**config.mk**
```make
export PLATFORM = sky130hd
export DESIGN_NAME = logic_unit_pipe
export DESIGN_NICKNAME = d
export VERILOG_FILES = /design/src/rtl/logic_unit_pipe.sv
export SDC_FILE = /design/constraint.sdc
export NUM_CORES = 1
export LEC_CHECK = 0
export CELL_PAD_IN_SITES_DETAIL_PLACEMENT = 1
export CELL_PAD_IN_SITES_GLOBAL_PLACEMENT = 2
export CORE_ASPECT_RATIO = 0.75
export CORE_MARGIN = 2
export CORE_UTILIZATION = 33
export CTS_CLUSTER_DIAMETER = 40
export DETAILED_ROUTE_END_ITERATION = 16
export PLACE_DENSITY = 0.81
export SLEW_MARGIN = 20
export SYNTH_ARGS = -nofsm -noshare
export SYNTH_HDL_FRONTEND = slang
export SYNTH_SLANG_ARGS = --single-unit
```
**constraint.sdc**
```tcl
create_clock -name clk -period 3.7 [get_ports clk]
set_clock_uncertainty 0.2 [all_clocks]
set_input_delay 0.74 -clock clk [delete_from_list [all_inputs] [get_ports clk]]
set_output_delay 0.74 -clock clk [all_outputs]
set_load 0.005 [all_outputs]
```
**src/rtl/logic_unit_pipe.sv**
```systemverilog
// Two-stage AND/OR/XOR/NOT unit with invert, accumulator chaining, flags and illegal-opcode detection.
// Latency 2 cycles, 1 beat/cycle; valid/ready on both sides, stages hold under out_ready low.
module logic_unit_pipe #(
    parameter int WIDTH = 4,
    parameter int OPS   = 4
) (
    input  logic             clk,
    input  logic             rst,
    input  logic             in_valid,
    output logic             in_ready,
    input  logic [OPS-1:0]   opCode,
    input  logic             invert,
    input  logic             acc_en,
    input  logic             acc_clr,
    input  logic [WIDTH-1:0] A,
    input  logic [WIDTH-1:0] B,
    output logic             out_valid,
    input  logic             out_ready,
    output logic [WIDTH-1:0] result,
    output logic             zero,
    output logic             parity,
    output logic             op_err
);

    typedef struct packed {
        logic [OPS-1:0]   opCode;
        logic             invert;
        logic             accEn;
        logic [WIDTH-1:0] a;
        logic [WIDTH-1:0] b;
    } s1Beat_t;

    s1Beat_t          s1Dat;
    logic             s1Vld;
    logic             s2Vld;
    logic [WIDTH-1:0] acc;

    logic             s2Adv;
    logic             s1Adv;
    logic             inXfer;
    logic             legal;
    logic [WIDTH-1:0] opA;
    logic [WIDTH-1:0] rawRes;
    logic [WIDTH-1:0] nextRes;

    assign s2Adv     = s2Vld && out_ready;
    assign s1Adv     = s1Vld && (!s2Vld || s2Adv);
    assign in_ready  = !s1Vld || s1Adv;
    assign inXfer    = in_valid && in_ready;
    assign out_valid = s2Vld;

    // acc already holds the previous beat's result, since that beat left S1 a cycle earlier
    assign legal = $onehot(s1Dat.opCode);
    assign opA   = s1Dat.accEn ? acc : s1Dat.a;

    always_comb begin
        rawRes = '0;
        if (s1Dat.opCode[0])      rawRes = opA & s1Dat.b;
        else if (s1Dat.opCode[1]) rawRes = opA | s1Dat.b;
        else if (s1Dat.opCode[2]) rawRes = opA ^ s1Dat.b;
        else if (s1Dat.opCode[3]) rawRes = ~opA;
        if (s1Dat.invert) rawRes = ~rawRes;
        nextRes = legal ? rawRes : '0;
    end

    always_ff @(posedge clk or posedge rst) begin
        if (rst) begin
            s1Vld <= 1'b0;
            s1Dat <= '0;
        end else begin
            if (inXfer) begin
                s1Vld        <= 1'b1;
                s1Dat.opCode <= opCode;
                s1Dat.invert <= invert;
                s1Dat.accEn  <= acc_en;
                s1Dat.a      <= A;
                s1Dat.b      <= B;
            end else if (s1Adv) begin
                s1Vld <= 1'b0;
            end
        end
    end

    always_ff @(posedge clk or posedge rst) begin
        if (rst) begin
            s2Vld  <= 1'b0;
            result <= '0;
            zero   <= 1'b0;
            parity <= 1'b0;
            op_err <= 1'b0;
        end else begin
            if (s1Adv) begin
                s2Vld  <= 1'b1;
                result <= nextRes;
                zero   <= (nextRes == '0);
                parity <= ^nextRes;
                op_err <= !legal;
            end else if (s2Adv) begin
                s2Vld <= 1'b0;
            end
        end
    end

    // a legal result entering S2 overrides a same-cycle clear
    always_ff @(posedge clk or posedge rst) begin
        if (rst) begin
            acc <= '0;
        end else if (s1Adv && legal) begin
            acc <= nextRes;
        end else if (acc_clr) begin
            acc <= '0;
        end
    end

endmodule
```
Word level (Yosys, flattened, before mapping)
Index checks and enable logic that the tools add are counted.

storage, ports and cells
  flip-flop bits (word level) = 27
  ROM bits = 0
  memory bits (writable) = 0
  latch bits = 0
  memories kept = 0
  output and inout bits = 9
  input port bits = 19

operators by class
  reductions and logical operators = 14
  shifts and indexed selects = 0
  bitwise operators = 5
  $lt $le $gt $ge = 0
  add/sub/neg operators = 3
  equal/unequal tests = 1
  mux-type cells = 13
  divide/modulo/power cells = 0
  multiply operators = 0

operators by type and width
  cell                                           number
  2-to-1 mux 4 bit                               9
  NOT 4 bit                                      2
  nonzero test 2 bit                             3
  adder 1 x 1 -> 2 bit                           2
  AND 4 bit                                      1
  logical AND 1 bit                              4
  zero test 4 bit                                1
  2-to-1 mux 1 bit                               4
  OR 4 bit                                       1
  XOR reduction 4 bit                            1
  bitwise XOR 4 bit                              1
  adder 2 x 2 -> 3 bit                           1
  == test 3 x 1 -> 1 bit, second input constant  1
  zero test 1 bit                                3
  logical OR 1 bit                               2

Depth between registers and ports, before layout
Gate-level depths: netlist of run 1.

  depth after elaboration = 10
  gate-level depth with buffers = 12

Least setup slack after synthesis of run 1
Ideal clock, no wire load.

  path kind = register to register
  start = reg s1Dat[10] in the netlist's numbering
  end = reg parity
  setup time = 0.132 ns
  required time = 3.368 ns
  period minus slack after synthesis = 2.777 ns
  stages on the path, launching flop included = 12
  path slack = 0.923 ns
  arrival = 2.445 ns
  cell sequence = dfrtp_1 > buf_2 > inv_1 > fa_1 > inv_1 > ha_1 > ha_1 > nor3b_2 > nand2b_1 > ha_1 > xnor2_1 > o21ai_0

on the way
  word-level cells in the longest chain between the ends = 5
  elaborated cells on any way between the ends = 8
  those cells by class = 2 x add/sub; 1 x eq/ne; 3 x mux; 1 x bitwise; 1 x reduce/logical

ends and longest elaborated chain
  element                                                                         RTL line  source
  start: declaration                                                              33        s1Beat_t s1Dat;
  adder 1 x 1 -> 2 bit (not written as such) or 2-to-1 mux 4 bit (tied branches)  53, 58
  adder 2 x 2 -> 3 bit (not written as such) or NOT 4 bit (tied branches)         53, 62
  == test 3 x 1 -> 1 bit or 2-to-1 mux 4 bit (tied branches)                      53, 62
  2-to-1 mux 4 bit (*)                                                            63        nextRes = legal ? rawRes : '0;
  XOR reduction 4 bit (*)                                                         96        parity <= ^nextRes;
  end signal: assignment                                                          96
  end: declaration                                                                21        output logic parity,

Mark *: on every way between the ends. The rest lies on a longest branch, timed or not.
A chain may end at the register's enable or synchronous reset.

Final worst setup path of run 1
Ends and elaborated chain as after synthesis.

==> results of run 1 <==
-- cell usage in the layout (no fill, tap or decap), drive strengths merged, types with 2 or more instances in the layout --
cell type	synthesis	layout
mux2i	3	3
nand2b	7	7
ha	12	12
a22oi	3	3
clkbuf	1	3
a21oi	9	9
dfrtp	27	27
mux2	15	15
xnor2	4	4
o21ai	10	10
nand3b	2	2
clkdlybuf4s50	0	27
nand2	13	13
inv	15	15
-- sequential cells by signal (all words and copies together), names as in the netlist --
signal,flops
out_valid,1
s1Dat,14
parity,1
zero,1
result,4
op_err,1
acc,4
s1Vld,1
-- power by group through the flow --
stage / clock network [mW] / registers (mW) / logic [mW]
finish: 0.170 / 0.421 / 0.403
global route: 0.190 / 0.433 / 0.460
CTS: 0.179 / 0.421 / 0.411
detailed placement: 0 / 0.427 / 0.404
global placement: 0 / 0.422 / 0.385
floorplan: 0 / 0.408 / 0.261
-- metal layers --
| layer | GRT usage | wire [um] |
|---|---|---|
| met5 | 0 | 0 |
| met4 | 0.0363 | 29 |
| met3 | 0.0419 | 152 |
| met2 | 0.233 | 1560 |
| met1 | 0.210 | 1700 |
-- cell type report --
| cell class | count | area [um^2] | share of cell area |
|---|---|---|---|
| multi-input combinational | 89 | 724 | 0.393 |
| sequential | 27 | 676 | 0.366 |
| timing repair buffer | 27 | 270 | 0.147 |
| tap | 57 | 71.3 | 0.0387 |
| inverter | 15 | 56.3 | 0.0305 |
| clock buffer | 3 | 41.3 | 0.0224 |
| clock inverter | 1 | 5.00 | 0.00271 |
-- worst max-delay path: cells and delay by family (launching register included) --
family	cells	cell delay [ps]
xor+xnor	1	150
flops	1	500
buf+inv	2	180
simple gates	2	510
fa+ha+maj	4	1360
compound gates	1	80
-- worst paths after layout --
kind | cells past startpoint | slack (ps) | from | endpoint
max | 10 | 610 | s1Dat[10]$_DFFE_PP0P_ | parity$_DFFE_PP0P_
min | 2 | 290 | zero$_DFFE_PP0P_ | zero$_DFFE_PP0P_
max reg2reg | 10 | 610 | s1Dat[10]$_DFFE_PP0P_ | parity$_DFFE_PP0P_
min reg2reg | 2 | 290 | zero$_DFFE_PP0P_ | zero$_DFFE_PP0P_
max in group asynchronous | 2 | 2250 | rst | out_valid$_DFFE_PP0P_
min in group asynchronous | 2 | 660 | rst | result[3]$_DFFE_PP0P_
-- per-stage QoR --
| step | instance area, um^2 | instances |
|---|---|---|
| 2_1_floorplan | 1480 | 135 |
| 3_3_place_gp | 1800 | 215 |
| 3_5_place_dp | 1800 | 215 |
| 4_1_cts | 1840 | 219 |
| 5_1_grt | 1840 | 219 |
| 6_report | 1840 | 219 |
-- logic make-up after synthesis --
family,after synthesis
fa+ha+maj,13
compound gates,26
xor+xnor,5
buf+inv,19
simple gates,27
flops,27
mux,18
==> metrics.txt, run 1 <==
status complete, no violations; die area just over 5000 um^2; #FFs+latches synth 27; Post-synth EDFFs 0; kind of critical path register to register; endpoints failing setup 0; ys async rst share 1.00; share of total power in the clock network 0.171; drc violations 0; GRT Overall Usage 0.151; ranking of synthesized cells by area dfrtp_1 (46%), mux2_2 (11%), ha_1 (10%); # fillers 474; 1st-pass router iterations 4; synthesis warning total 0; DRT iter0 DRCs 44; largest family of logic cells by synthesized area multiplexers; # nets final 195; top cell type's share of synthesized area 0.456; PnR worst setup slack 607 ps; share of layout cells above drive strength 1 0.160; Synth Area in XOR/XNOR 0.0296; Max-cap violations 0; RD Place Congestion 0.735; Root Driver clkbuf_8; CORE AREA around 4400 um^2; Rows 21; Final Max Tran Viols 0; register area share after synthesis 0.456; worst-path fanout max 9; multiplexer share of the synthesized area 0.144; initial antenna violation count 0; largest net degree at the start of global routing 28; Logic pwr share 0.405; Worst Path Required 3660 ps; P per Cell Area 539 nW/um^2; LEAKAGE 0.826 nW; most frequent cells after synthesis dfrtp_1 (27), inv_1 (15), mux2_2 (14); critical path startpoint category register; Detailed Route WL 3440 um; first-pass GRT wire length 5560 um; Crit path top cell by count ha_1; Slowest cell on crit path fa_1; PnR Total Power 0.994 mW; CTS Buffer Depth 2; grt total ovfl 0; Sw Share 0.343; most frequent cell after synthesis dfrtp_1; critical path cell sequence inv_1 -> fa_1 -> inv_1 -> ha_1 -> ha_1 -> nor3b_2 -> nand2b_1 -> ha_1 -> xnor2_1 -> o21ai_0; cell area after synthesis 1480 um^2; cts bufs inserted 3; Clock Sinks 27; Synth Net Count 167; Setup TNS 0 ps; Pint 0.653 mW; Slew Limit Headroom 0.587; CTS tree yes; Final Hold Viols 0; Final Cycle Share 0.836; Mapped Avg Cell Area 11.0 um^2; Worst Path Arrival 3050 ps; pre-CTS setup slack 637 ps; Max IR drop VDD 0.000193 V; Final min period 3090 ps; Routed Antenna Nets 0; Synth Area in Compound Gates 0.101; crit path capture type register; Post-Synth Adder-Cell Area 0.115; Simple-Gate Fraction of Synth Area 0.0997; Port Buffers 27; CP max stage delay 540 ps; Post-CTS Resized 0; Top FF cell, synth dfrtp_1; Synth area leader dfrtp_1; H-Tree Depth 1; cts hold-fix bufs 0; RSZ-0062 raised after global routing no; Wirelength per Cell 15.7 um; Post-CTS Setup Repair Bufs 0; die extent in x 81.4 um; vias in the first global route 1118; cell count after synthesis 135; routed vias/inst 4.95; Worst-Margin Slew 618 ps; via count around 1100; Hold/Removal Path Class register to register; worst skew pair latency 280 ps; # diodes 0; upper clock frequency limit 0.323 GHz; sequential power share 0.423; Hold WS 286 ps; IO Pins 28; die span in y ~62 um; Cell variety after synth 29; DP Wirelength 2620 um; Layout Utilization 0.420; Initial Util 0.338; Area Growth Syn to Fin 24.5%; clk slew on worst S/H paths 90 ps; Sw Pwr 0.341 mW
No activity file was read; power rests on OpenSTA's default activity.
==> inputs of run 2 (changes only) <==
- CORE_UTILIZATION: 33 -> 30
- PLACE_DENSITY: 0.81 -> 0.77
- clock period: 3.7 -> 2.6 ns (I/O delays scaled with it)
==> run 2 against run 1 <==
  * First-iteration DRC count decreased by 11%
  * Clock-buffer cell count is 1 higher
  * Register-to-register slack got worse by 610 ps
  * Critical endpoint unchanged
  * Combinational power is 86% higher
  * Via count grew 1.7%
  * Highest routed layer unchanged
  * The flow now finishes with violations (negative setup slack)
  * Fmax grew 19%
  * Die area up 9.4%
==> metrics.txt, run 2 (synthesis results as in run 1) <==
max FFs per register 14; Rows 22; Routed met3 length 117 um; failing checks negative setup slack; PnR worst setup slack -1.76 ps; H-Tree Depth 1; crit path capture type register; Hold WS 287 ps; Worst Path Arrival 2560 ps; kind of critical path register to register; biggest regs s1Dat: 14 flops, acc: 4 flops, result: 4 flops; Final Hold Viols 0; # diodes 0; Slew Limit Headroom 0.764; via count 1101; Wirelength per Cell 14.3 um; die area 5520 um^2; routed vias/inst 4.69; Slowest cell on crit path fa_1; DP Wirelength 2610 um; upper clock frequency limit 0.384 GHz; CP max stage delay approximately 500 ps; clk slew on worst S/H paths 90 ps; largest net degree at the start of global routing 28; Sw Share 0.334; Final Cycle Share 1.00; CTS tree yes; P per Cell Area 776 nW/um^2; Root Driver clkbuf_8; cts bufs inserted 3; endpoints failing setup 1; vias in the first global route 1204; GRT Overall Usage 0.135; met2 wire len ~1700 um; hold wc startpoint zero$_DFFE_PP0P_; Top Metal Used met4; DRT iter0 DRCs 39; CP startpoint s1Dat[13]$_DFFE_PP0P_; worst skew pair latency 270 ps; first-pass GRT wire length 5850 um; met1 WL 1510 um; CTS Buffer Depth 2; Sw Pwr ~0.53 mW; CP bufs+invs 2; grt total ovfl 0; die span in y 64.9 um; Pint 1.05 mW; Clock Sinks 27; Hold/Removal Path Class register to register; critical path startpoint category register; status finished, violations left; pre-CTS setup slack -105 ps; Final Max Tran Viols 0; R2R Path Start s1Dat[13]$_DFFE_PP0P_; crit-path leading delay family adder cells; die extent in x 85.1 um; Max-cap violations 0; 1st-pass router iterations 4; initial antenna violation count 0; sequential power share 0.376; IO Pins 28; CORE AREA 4820 um^2; share of total power in the clock network 0.149; share of layout cells above drive strength 1 0.303; most frequent cells in the layout dfrtp_1 (27), clkdlybuf4s50_1 (27), mux2_2 (14); Worst Path Required 2550 ps; # nets final around 210; Worst-Margin Slew 355 ps; Max IR drop VDD 0.000286 V; RD Place Congestion between 0.7 and 0.8; critical path cell sequence inv_2 -> fa_1 -> inv_1 -> ha_2 -> ha_4 -> nor3b_4 -> nand2b_1 -> ha_1 -> xnor2_1 -> o21ai_1; Port Buffers 27; RSZ-0062 raised after global routing yes; worst-path fanout max 5; Layout Utilization 0.423; Largest Register s1Dat; drc violations 0; Area Growth Syn to Fin 37.6%; Initial Util 0.308; Detailed Route WL ~3400 um; worst reg-to-reg setup slack -2 ps; Final min period 2600 ps; LEAKAGE around 0.9 nW; Setup TNS -1.76 ps; Logic pwr share 0.475; Routed Antenna Nets 0
## run 2: cell types whose count changed in the layout (fill, tap and decap cells not counted), moves of 2 or more
cell and delta:
ha_1 -3, inv_1 -2, o21ai_1 -7, buf_4 +11, ha_4 +2, inv_2 +2
o21ai_2 +8
## run 2: layout make-up
class,count,area (um^2)
fillers,523,2780
repair buffers,40,379
well taps,60,75.1
multi-input cells,89,807
inverters,15,56.3
flip-flops and latches,27,676
clock buffers,4,45.0
## run 2: worst paths after layout
kind,end,cells after the start
worst max register to register,parity$_DFFE_PP0P_,10
worst min-delay path,zero$_DFFE_PP0P_,2
min in group asynchronous,s1Vld$_DFFE_PP0P_,3
max in group asynchronous,s1Dat[7]$_DFFE_PP0P_,3
worst min register to register,zero$_DFFE_PP0P_,2
worst max-delay path,parity$_DFFE_PP0P_,10
## run 2: power by group through the flow
stage / clock network [mW] / logic, mW / registers (mW)
CTS: 0.250 / 0.698 / 0.597
detailed placement: 0 / 0.668 / 0.606
finish: 0.235 / 0.751 / 0.594
global placement: 0 / 0.641 / 0.597
global route: 0.269 / 0.849 / 0.611
floorplan: 0 / 0.403 / 0.581
## run 2: metrics by stage
step	area, um^2	instances	total power, mW
2_1_floorplan	1510	135	0.983
3_3_place_gp	1900	228	1.24
3_5_place_dp	1900	228	1.27
4_1_cts	1960	233	1.54
5_1_grt	2040	235	1.73
6_report	2040	235	1.58
## run 2: worst reg2reg max path: cells and delay by family (launching register included)
family	cells	cell delay (ps)
flip-flops	1	400
AND/OR/NAND/NOR	2	370
AO/OA/AOI/OAI	1	70
buffers and inverters	2	100
XOR/XNOR	1	150
adder cells (fa/ha/maj)	4	1200
## run 2: timing repair
item | CTS | global route
endpoints found under the hold margin | 0 | 0
pin swaps | 5 | 9
hold buffers | 0 | 0
buffers inserted | 1 | 3
cloned | 0 | 0
gates resized for setup | 4 | 14
endpoints found under the setup margin | 4 | 11
## run 2: metal layers
layer	vias up	global-route usage
li1	533	-
met1	549	0.172
met2	17	0.231
met3	2	0.0306
met4	0	0.0357
met5	-	0
==> inputs of run 3 (changes only) <==
- CAP_MARGIN: unset -> 20
==> results of run 3 <==
No change in the layout: final DEF, timing and power equal those of run 2.
